### src/rtl/serial_add_pkg.sv
// Shared types and constants for the nibble-serial add controller.
package serial_add_pkg;

  localparam int NIB_W = 4;

  typedef enum logic [1:0] {
    IDLE,
    BUSY,
    DONE
  } state_t;

endpackage

### src/rtl/fourbitadder.sv
// One-nibble ripple adder; also exposes the carry into bit 3 for overflow detection.
module fourbitadder
  import serial_add_pkg::*;
(
  input  logic [NIB_W-1:0] a,
  input  logic [NIB_W-1:0] b,
  input  logic             cin,
  output logic [NIB_W-1:0] sum,
  output logic             c3,
  output logic             cout
);

  logic [NIB_W-1:0] low;
  logic [1:0]       top;

  // Split at bit 3 so the carry into the MSB is visible to the controller.
  always_comb begin
    low  = {1'b0, a[NIB_W-2:0]} + {1'b0, b[NIB_W-2:0]} + {{(NIB_W-1){1'b0}}, cin};
    top  = {1'b0, a[NIB_W-1]} + {1'b0, b[NIB_W-1]} + {1'b0, low[NIB_W-1]};
    sum  = {top[0], low[NIB_W-2:0]};
    c3   = low[NIB_W-1];
    cout = top[1];
  end

endmodule

### src/rtl/serial_add_ctrl.sv
// Nibble-serial adder with valid/ready handshakes; one nibble per clock.
// Optional subtract mode (extra i_sub port) enabled by macro SERIAL_ADD_CTRL_SUB_EN.
module serial_add_ctrl
  import serial_add_pkg::*;
#(
  parameter int NIBBLES = 4
) (
  input  logic                   i_clk,
  input  logic                   i_rst_n,
  input  logic                   i_valid,
  output logic                   o_ready,
  input  logic [NIB_W*NIBBLES-1:0] i_a,
  input  logic [NIB_W*NIBBLES-1:0] i_b,
  input  logic                   i_carry,
`ifdef SERIAL_ADD_CTRL_SUB_EN
  input  logic                   i_sub,
`endif
  output logic                   o_valid,
  input  logic                   i_ready,
  output logic [NIB_W*NIBBLES-1:0] o_sum,
  output logic                   o_carry,
  output logic                   o_ovf
);

  localparam int W    = NIB_W * NIBBLES;
  localparam int IDXW = $clog2(NIBBLES);
  localparam logic [IDXW-1:0] LAST = IDXW'(NIBBLES - 1);

  state_t           state;
  logic [IDXW-1:0]  idx;
  logic [W-1:0]     a_reg;
  logic [W-1:0]     b_reg;
  logic [W-1:0]     work;
  logic             carry_reg;

  logic [NIB_W-1:0] a_nib;
  logic [NIB_W-1:0] b_nib;
  logic [NIB_W-1:0] nib_sum;
  logic             nib_c3;
  logic             nib_cout;
  logic [W-1:0]     next_work;

  always_comb begin
    a_nib     = a_reg[idx*NIB_W +: NIB_W];
    b_nib     = b_reg[idx*NIB_W +: NIB_W];
    next_work = work;
    next_work[idx*NIB_W +: NIB_W] = nib_sum;
  end

  fourbitadder u_adder (
    .a    (a_nib),
    .b    (b_nib),
    .cin  (carry_reg),
    .sum  (nib_sum),
    .c3   (nib_c3),
    .cout (nib_cout)
  );

  // Outputs only update on the last nibble, so they hold the previous result while busy.
  always_ff @(posedge i_clk or negedge i_rst_n) begin
    if (!i_rst_n) begin
      state     <= IDLE;
      idx       <= '0;
      a_reg     <= '0;
      b_reg     <= '0;
      work      <= '0;
      carry_reg <= 1'b0;
      o_ready   <= 1'b1;
      o_valid   <= 1'b0;
      o_sum     <= '0;
      o_carry   <= 1'b0;
      o_ovf     <= 1'b0;
    end else begin
      case (state)
        IDLE: begin
          if (i_valid) begin
            a_reg   <= i_a;
`ifdef SERIAL_ADD_CTRL_SUB_EN
            b_reg     <= i_sub ? ~i_b : i_b;
            carry_reg <= i_sub ? 1'b1 : i_carry;
`else
            b_reg     <= i_b;
            carry_reg <= i_carry;
`endif
            idx     <= '0;
            o_ready <= 1'b0;
            state   <= BUSY;
          end
        end
        BUSY: begin
          work      <= next_work;
          carry_reg <= nib_cout;
          idx       <= idx + 1'b1;
          if (idx == LAST) begin
            o_sum   <= next_work;
            o_carry <= nib_cout;
            o_ovf   <= nib_c3 ^ nib_cout;
            o_valid <= 1'b1;
            state   <= DONE;
          end
        end
        DONE: begin
          if (i_ready) begin
            o_valid <= 1'b0;
            o_ready <= 1'b1;
            state   <= IDLE;
          end
        end
        default: begin
          o_valid <= 1'b0;
          o_ready <= 1'b1;
          state   <= IDLE;
        end
      endcase
    end
  end

endmodule
### config.mk
export PLATFORM = sky130hd
export DESIGN_NAME = serial_add_ctrl
export DESIGN_NICKNAME = d
export VERILOG_FILES = /design/src/rtl/serial_add_pkg.sv /design/src/rtl/fourbitadder.sv /design/src/rtl/serial_add_ctrl.sv
export SDC_FILE = /design/constraint.sdc
export NUM_CORES = 1
export LEC_CHECK = 0
export BUFFER_PORTS_ARGS = -buffer_cell sky130_fd_sc_hd__buf_2
export CAP_MARGIN = 0
export CORE_ASPECT_RATIO = 1.25
export CORE_MARGIN = 2
export CORE_UTILIZATION = 45
export CTS_CLUSTER_DIAMETER = 50
export DETAILED_ROUTE_END_ITERATION = 16
export PLACE_DENSITY = 0.66
export SLEW_MARGIN = 20
export SYNTH_ARGS = -nofsm -noshare
export SYNTH_HDL_FRONTEND = slang
export SYNTH_SLANG_ARGS = --single-unit
### constraint.sdc
create_clock -name i_clk -period 7.7 [get_ports i_clk]
set_input_delay 0.77 -clock i_clk [delete_from_list [all_inputs] [get_ports i_clk]]
set_output_delay 0.77 -clock i_clk [all_outputs]
set_load 0.005 [all_outputs]
Word level (Yosys, flattened, before mapping)
Cells that the tools add are included.

Register bits: 73.

Shift-type cells: 4. Bitwise operators: 3. Reduce and logical (&&, ||, !) cells: 8. Add/sub/neg operators: 6. Multiplexer cells: 15. Equality and inequality tests: 6.

Operators with widths (count): $neg A4 Y34 (1); $shift A4 B34 Y16 const A (1); $shiftx A4 B34 Y16 (1); $shiftx A16 B5 Y4 (2); $bwmux W16 (1); $reduce_and A3 Y1 (3); $mux W2 (4); $ne A2 B2 Y1 const B (3); $pmux W1 S3 (2); $pmux W2 S3 (1); $reduce_and A2 Y1 (3); $mux W1 (5); $add A3 B3 Y4 (1); $add A4 B1 Y4 (1); $eq A2 B2 Y1 const B (2); $pmux W2 S2 (1); $add A1 B1 Y2 (1); $add A2 B1 Y2 (1); $add A2 B1 Y2 const B (1); $eq A2 B1 Y1 const B (1); $logic_not A2 Y1 (1); $not A1 Y1 (2); $pmux W1 S2 (1); $reduce_bool A2 Y1 (1); $xor A1 B1 Y1 (1).

Logic depth before layout (Yosys ltp)
Gate-level depths: netlist of run 1.

Word-level depth: 6. Mapped depth: 9. Depth with buffers taken out: 8.

Cells and area by module
Synthesis of run 1 repeated with hierarchy kept, for this count alone.

Cells, all modules: 255. Area total of the unflattened synthesis: 3387.0 um^2.

By module, submodules not included: serial_add_ctrl (times used 1, area each 3230.6 um^2, cells each 234); fourbitadder (times used 1, area each 156.4 um^2, cells each 21).

Least setup slack after synthesis of run 1
OpenSTA, ideal clock, no wires.

Path kind: register to register. Start point: register idx[0]. End point: register work[11]. Clock period less this slack: 2.783 ns. Cell stages (with the launch flop): 9. Slack: 4.917 ns. Required time: 7.634 ns. Library setup time: 0.066 ns. Buffers on the path: 1. Arrival: 2.717 ns. Cells stage by stage: dfrtp_1 -> buf_2 -> mux4_2 -> ha_1 -> a21oi_1 -> and2_1 -> fa_1 -> nor2_1 -> a22o_1.

Cells in the longest elaborated chain, start to end: 6.

RTL lines: start: declaration (line serial_add_ctrl.sv:30) `logic [IDXW-1:0] idx;`; start signal: assignment (line serial_add_ctrl.sv:93) `idx <= idx + 1'b1;`; $shiftx A16 B5 Y4, on equally long branches (line serial_add_ctrl.sv:44, serial_add_ctrl.sv:45); $add A3 B3 Y4 (line fourbitadder.sv:18) `low = {1'b0, a[NIB_W-2:0]} + {1'b0, b[NIB_W-2:0]} + {{(NIB_W-1){1'b0}}, cin};`; $add A4 B1 Y4 (line fourbitadder.sv:18); $add A2 B1 Y2 (line fourbitadder.sv:19) `top = {1'b0, a[NIB_W-1]} + {1'b0, b[NIB_W-1]} + {1'b0, low[NIB_W-1]};`; $shiftx A4 B34 Y16 (line serial_add_ctrl.sv:47) `next_work[idx*NIB_W +: NIB_W] = nib_sum;`; $bwmux W16 * (line serial_add_ctrl.sv:47); end signal: assignment (line serial_add_ctrl.sv:91) `work <= next_work;`; end: declaration (line serial_add_ctrl.sv:33) `logic [W-1:0] work;`.

Mark *: on every way between the ends. The rest lies on a longest branch, timed or not. A chain may end at the register's enable or synchronous reset.

Worst setup path after layout of run 1
Ends and elaborated chain as after synthesis.

==> impl_results.md, run 1 <==
* H-tree levels at 3
* Worst-path clk slew at 0.08 ns
* CP startpoint kind: flop
* Seq cells post-synth at 73
* Met2 GRT Util at 0.287
* Mapped Area at 0.00339 mm²
* CP Max Fanout at 17
* Critical path's most frequent cell: fa_1
* Drt first pass iters at 4
* Congestion Overflow GR at 0
* Slew headroom at 0.394
* Setup WS pre-CTS at 4.49 ns
* CP delay by family, top: adder cells
* Post-synth top area cell: dfrtp_1
* Initial antenna violation count at 0
* Io pins at 57
* DRC at 0
* Multi-input gate area at 0.00143 mm²
* Power per cell area at 485 mW/mm²
* Placer Congestion at 0.738
* First-pass GRT wire length at 10800 µm
* Yosys warning total at 0
* Filler cells at 664
* Longest Clk Path Bufs at 2
* Vias after detailed routing at 2228
* Met3 Usage GRT at 0.0341
* Initial DRC Count at 102
* Die W at 81.7 µm
* Sequential fraction of the synthesis area at 0.539
* Worst setup EP type: flop
* Fin. Hold Viols at 0
* Area growth syn-to-layout at 15.9%
* Slew @ Worst Pin at 0.910 ns
* Vias per inst at 5.25
* Design Area, Final at 0.00394 mm²
* Peak supply drop at 292 µV
* Top Usage Layer GRT: met2
* Worst skew pair latency at 0.34 ns
* Cell with the most instances after synthesis: dfrtp_1
* Worst Clk Skew at 0.0101 ns
* P_leak at 1.83 nW
* Worst path bufs/invs at 0
* Cell Area, Placed at 0.00373 mm²
* Setup-failing EPs final at 0
* Largest net degree at the start of global routing at 74
* Postcts setup bufs at 0
* Die Y-Extent at 101 µm
* Status: completed
* TNS Setup at 0 ns
* Antenna cells at 0
* DR WL/cell at 15.3 µm
* Final setup margin at 4.55 ns
* WS Path Type: flop to flop
* Antenna Nets Post-Route at 0
* Post-synth EDFFs at 0
* Synth Flop Type: dfrtp_1
* CP required at 7.97 ns
* Share of layout cells above drive strength 1 at 0.361
* Avg Inst Size Synth at 12.4 µm²
* Met1 Resource Use GR at 0.225
* IO buf count at 56
* Synthesized Nets at 321
* Post_cts resized at 0
* Row cnt at 35
* CP cell instances: mux4_2, fa_1, nand3_1, and2_1, fa_1, nor2_1, a22o_1
* Total CTS buffers at 9
* Die area at 0.00826 mm²
* Overall routed net length at 6500 µm
* GRT Total Usage at 0.173
* Slew Limit Fails at 0
* CORE AREA at 0.00736 mm²
* Clock sink count at 73
* Vias in the first global route at 2222
* Max incr delay on CP at 0.84 ns
* Hold slack final at 0.474 ns
* Post-synthesis async set-or-reset flop share at 1.00
* CTS Hold Bufs at 0
* Min Tclk post-route at 3.15 ns
* Fin crit share at 0.409
* Top cells by count, synth: dfrtp_1 (72), mux2_2 (33), nand2_1 (26), a21oi_1 (19), o21ai_0 (18)
* Netlist cell types at 32
* Slowest cell on crit path: dfrtp_1
* Top cells by area, synth: dfrtp_1 (53%), mux2_2 (11%), mux4_2 (5.3%)
* Clk root buf: clkbuf_8
* Peak Freq at 317 MHz
* HP Class: flop to flop
* Initial Util at 0.461
* Nets at 376
* Top-area cell type share of the netlist area at 0.531
* Unrepaired setup endpoints after global routing: false
* Cells after Synth at 273
* HPWL reported at the end of detailed placement at 4580 µm
* Crit path DAT at 3.42 ns
* Max_cap viols at 0
* CTS tree: done
* Register area at 0.00183 mm²
## through the flow
step	util	total power, W	instances
global placement	0.506	0.00158	409
finish	0.535	0.00191	424
floorplan	-	0.00134	273
global route	0.535	0.00207	424
CTS	0.535	0.00193	424
detailed placement	0.507	0.00162	409
## final timing paths
kind | slack [ns] | cells past startpoint | from | endpoint
worst max-delay path | 4.55 | 7 | idx[0]$_DFFE_PN0P_ | work[11]$_DFFE_PN0P_
worst min-delay path | 0.47 | 2 | o_sum[1]$_DFFE_PN0P_ | o_sum[1]$_DFFE_PN0P_
min in group asynchronous | 0.65 | 2 | i_rst_n | o_sum[8]$_DFFE_PN0P_
worst max register to register | 4.55 | 7 | idx[0]$_DFFE_PN0P_ | work[11]$_DFFE_PN0P_
worst min register to register | 0.47 | 2 | o_sum[1]$_DFFE_PN0P_ | o_sum[1]$_DFFE_PN0P_
max in group asynchronous | 6.46 | 2 | i_rst_n | a_reg[7]$_DFFE_PN0P_
## worst min-delay path, stage by stage, from the launching register on
cell and delay (ns):
dfrtp_1 0.34, nand2_1 0.04, o21ai_0 0.05
## routing by layer
metal,vias to the layer above,part of all wire,routed length [µm]
li1,1079,-,-
met1,1082,0.44,2870
met2,59,0.50,3260
met3,8,0.043,278
met4,0,0.013,87
met5,-,0,0
## cell type report
cell class / instances / share of cell area
Sequential cell: 73 / 0.465
Timing Repair Buffer: 61 / 0.0808
Tap cell: 92 / 0.0293
Clock inverter: 4 / 0.0134
Inverter: 10 / 0.00954
Multi-Input combinational cell: 173 / 0.364
Clock buffer: 11 / 0.0385
## power breakdown
part           switching, W  internal (W)  total [W]
registers          0.000121      0.000553   0.000674
logic              0.000512      0.000418   0.000929
clock network      0.000140      0.000166   0.000305
total              0.000773       0.00114    0.00191
## cells by family after synthesis
family                     Yosys count  share of synthesized area
AOI/OAI and AO/OA                   57                      0.107
DFF                                 73                      0.539
muxes                               41                      0.163
xor gates and xnor gates             1                    0.00258
buffers and inverters               27                     0.0413
adders and majority gates           11                     0.0472
and+or+nand+nor                     63                      0.101
## cell usage in the layout, fill, tap and decap left out
cell type,n
a211o_1,1
a21oi_1,19
a221o_1,1
a22o_1,12
a32o_1,4
and2_1,2
and2b_1,1
and4b_1,1
buf_2,56
buf_4,5
bufinv_16,1
clkbuf_8,11
clkinvlp_4,3
dfrtp_1,72
dfstp_2,1
fa_1,3
ha_1,8
inv_1,10
mux2_2,33
mux4_2,8
nand2_1,26
nand2b_1,2
nand3_1,2
nand3b_1,1
nand4b_1,1
nor2_1,6
nor2b_1,16
nor3_1,1
nor3b_4,1
nor4bb_1,2
nor4bb_2,1
o21ai_0,18
o22ai_1,1
o31ai_1,1
xnor2_1,1
Power figures use the tool's default switching activity.
==> run 2: changes to the inputs <==
==> constraint.sdc (replaced) <==
create_clock -name i_clk -period 3.14 [get_ports i_clk]
set_input_delay 0.314 -clock i_clk [delete_from_list [all_inputs] [get_ports i_clk]]
set_output_delay 0.314 -clock i_clk [all_outputs]
set_load 0.005 [all_outputs]
==> impl_results.md, run 2 (synthesized netlist as in run 1, its figures left out) <==
* Status: completed
* Max_cap viols at 0
* IO buf count at 56
* Die W at 81.7 µm
* Congestion Overflow GR at 0
* Max incr delay on CP at 0.55 ns
* CP Max Fanout at 10
* Power per cell area at 1230 mW/mm²
* Crit path DAT at 3.09 ns
* GRT Total Usage at 0.183
* Sw frac at 0.387
* Setup-failing EPs final at 0
* Critical path origin: idx[0]$_DFFE_PN0P_
* Filler cells at 658
* Die area at 0.00826 mm²
* NetSw at 0.00191 W
* Worst Clk Skew at 0.0108 ns
* CTS Hold Bufs at 0
* Fin. Hold Viols at 0
* Gate power share at 0.478
* Peak Freq at 357 MHz
* Row cnt at 35
* TNS Setup at 0 ns
* Die Y-Extent at 101 µm
* Fin util at 0.547
* Min Tclk post-route at 2.80 ns
* Commonest non-fill, non-tap cell in the layout: dfrtp_1
* Fin crit share at 0.891
* Slowest cell on crit path: mux4_2
* First-pass GRT wire length at 11200 µm
* Peak supply drop at 722 µV
* P_leak at 1.88 nW
* Nets at 379
* Overall routed net length at 6710 µm
* WS Path Type: flop to flop
* Slew Limit Fails at 0
* Reg2Reg Launch Point: idx[0]$_DFFE_PN0P_
* Worst-path clk slew at 0.08 ns
* Clk root buf: clkbuf_8
* Unrepaired setup endpoints after global routing: false
* Placer Congestion at 0.766
* CTS tree: done
* Initial antenna violation count at 0
* CP startpoint kind: flop
* Slew headroom at 0.411
* CORE AREA at 0.00736 mm²
* Area growth syn-to-layout at 18.5%
* Share of layout cells above drive strength 1 at 0.369
* H-tree levels at 3
* Most frequent cells in the layout: dfrtp_1 (71), buf_2 (56), mux2_2 (33)
* CP required at 3.43 ns
* Longest Clk Path Bufs at 2
* Vias after detailed routing at 2265
* Worst skew pair latency at 0.35 ns
* Clock group share of total power at 0.190
* Clock sink count at 73
* Antenna Nets Post-Route at 0
* Vias per inst at 5.29
* Internal power at 0.00304 W
* Initial Util at 0.461
* CP cell instances: mux4_2, ha_1, a21oi_1, and2_1, fa_1, nor2_1, a22o_1
* Drt first pass iters at 4
* Antenna cells at 0
* DR WL/cell at 15.7 µm
* Io pins at 57
* HPWL reported at the end of detailed placement at 4820 µm
* Total CTS buffers at 9
* Largest net degree at the start of global routing at 39
* Worst setup EP type: flop
* DRC at 0
* Initial DRC Count at 95
* Seq pwr share at 0.332
* Vias in the first global route at 2276
* HP Class: input port to async pin
* Slew @ Worst Pin at 0.883 ns
==> run 2: cell count changes in the layout (fill, tap and decap cells not counted) <==
cell / delta
dfrtp_2: +1
buf_4: +2
bufinv_16: +2
nor4bb_2: -1
nor4bb_1: +1
dfrtp_1: -1
clkinvlp_4: -2
clkbuf_8: +1
buf_12: +1
==> run 2: worst paths after layout <==
kind / to / slack (ns) / cells after the start
max: work[15]$_DFFE_PN0P_ / 0.34 / 7
max reg2reg: work[15]$_DFFE_PN0P_ / 0.34 / 7
min: b_reg[12]$_DFFE_PN0P_ / 0.09 / 1
min reg2reg: o_sum[10]$_DFFE_PN0P_ / 0.48 / 2
min in group i_clk: b_reg[13]$_DFFE_PN0P_ / 0.19 / 2
max in group asynchronous: o_ovf$_DFFE_PN0P_ / 2.38 / 2
==> run 2: per-stage QoR <==
| step | area (µm²) | total power [W] | setup slack [ns] | instances | hold WS (ns) |
|---|---|---|---|---|---|
| after floorplan | 3390 | 0.00329 | 0.357 | 273 | 0.0184 |
| after global placement | 3760 | 0.00399 | 0.294 | 412 | 0.459 |
| after detailed placement | 3760 | 0.00404 | 0.202 | 412 | 0.466 |
| after CTS | 4020 | 0.00499 | 0.180 | 428 | 0.101 |
| after global routing | 4020 | 0.00537 | 0.155 | 428 | 0.144 |
| final | 4020 | 0.00495 | 0.341 | 428 | 0.0865 |
==> run 2: worst max-delay path, delay by kind of cell (launching register included) <==
family          cells  cell delay (ns)
fa+ha+maj           2             0.79
simple gates        2             0.45
flops               1             0.54
compound gates      2             0.42
mux                 1             0.55
==> run 2: final cells by class <==
cell class,instances,area [µm²],area share
clock buffer,12,165,0.0410
clock inverter,4,97.6,0.0243
inverter,10,37.5,0.00933
multi-input combinational,173,1430,0.354
sequential,73,1830,0.455
tap,92,115,0.0286
timing repair buffer,64,353,0.0877
==> run 2: per-layer routing <==
metal | global-route usage | share of wire | up-vias
met4 | 0.0667 | 0.014 | 0
met3 | 0.0538 | 0.052 | 6
li1 | - | - | 1085
met2 | 0.296 | 0.50 | 65
met5 | 0 | 0 | -
met1 | 0.235 | 0.43 | 1109
==> run 2: power by group through the flow <==
stage          sequential (W)  clock (W)  combinational (W)
2_1_floorplan         0.00154          0            0.00175
3_3_place_gp          0.00166          0            0.00233
3_5_place_dp          0.00167          0            0.00238
4_1_cts               0.00165   0.000953            0.00239
5_1_grt               0.00171   0.000995            0.00267
6_report              0.00164   0.000943            0.00237
==> run 2: repair_timing <==
item / CTS / global route
endpoints found under the hold margin: 0 / 0
gates resized for setup: 0 / 1
setup endpoints to repair: 0 / 5
buffers inserted: 0 / 0
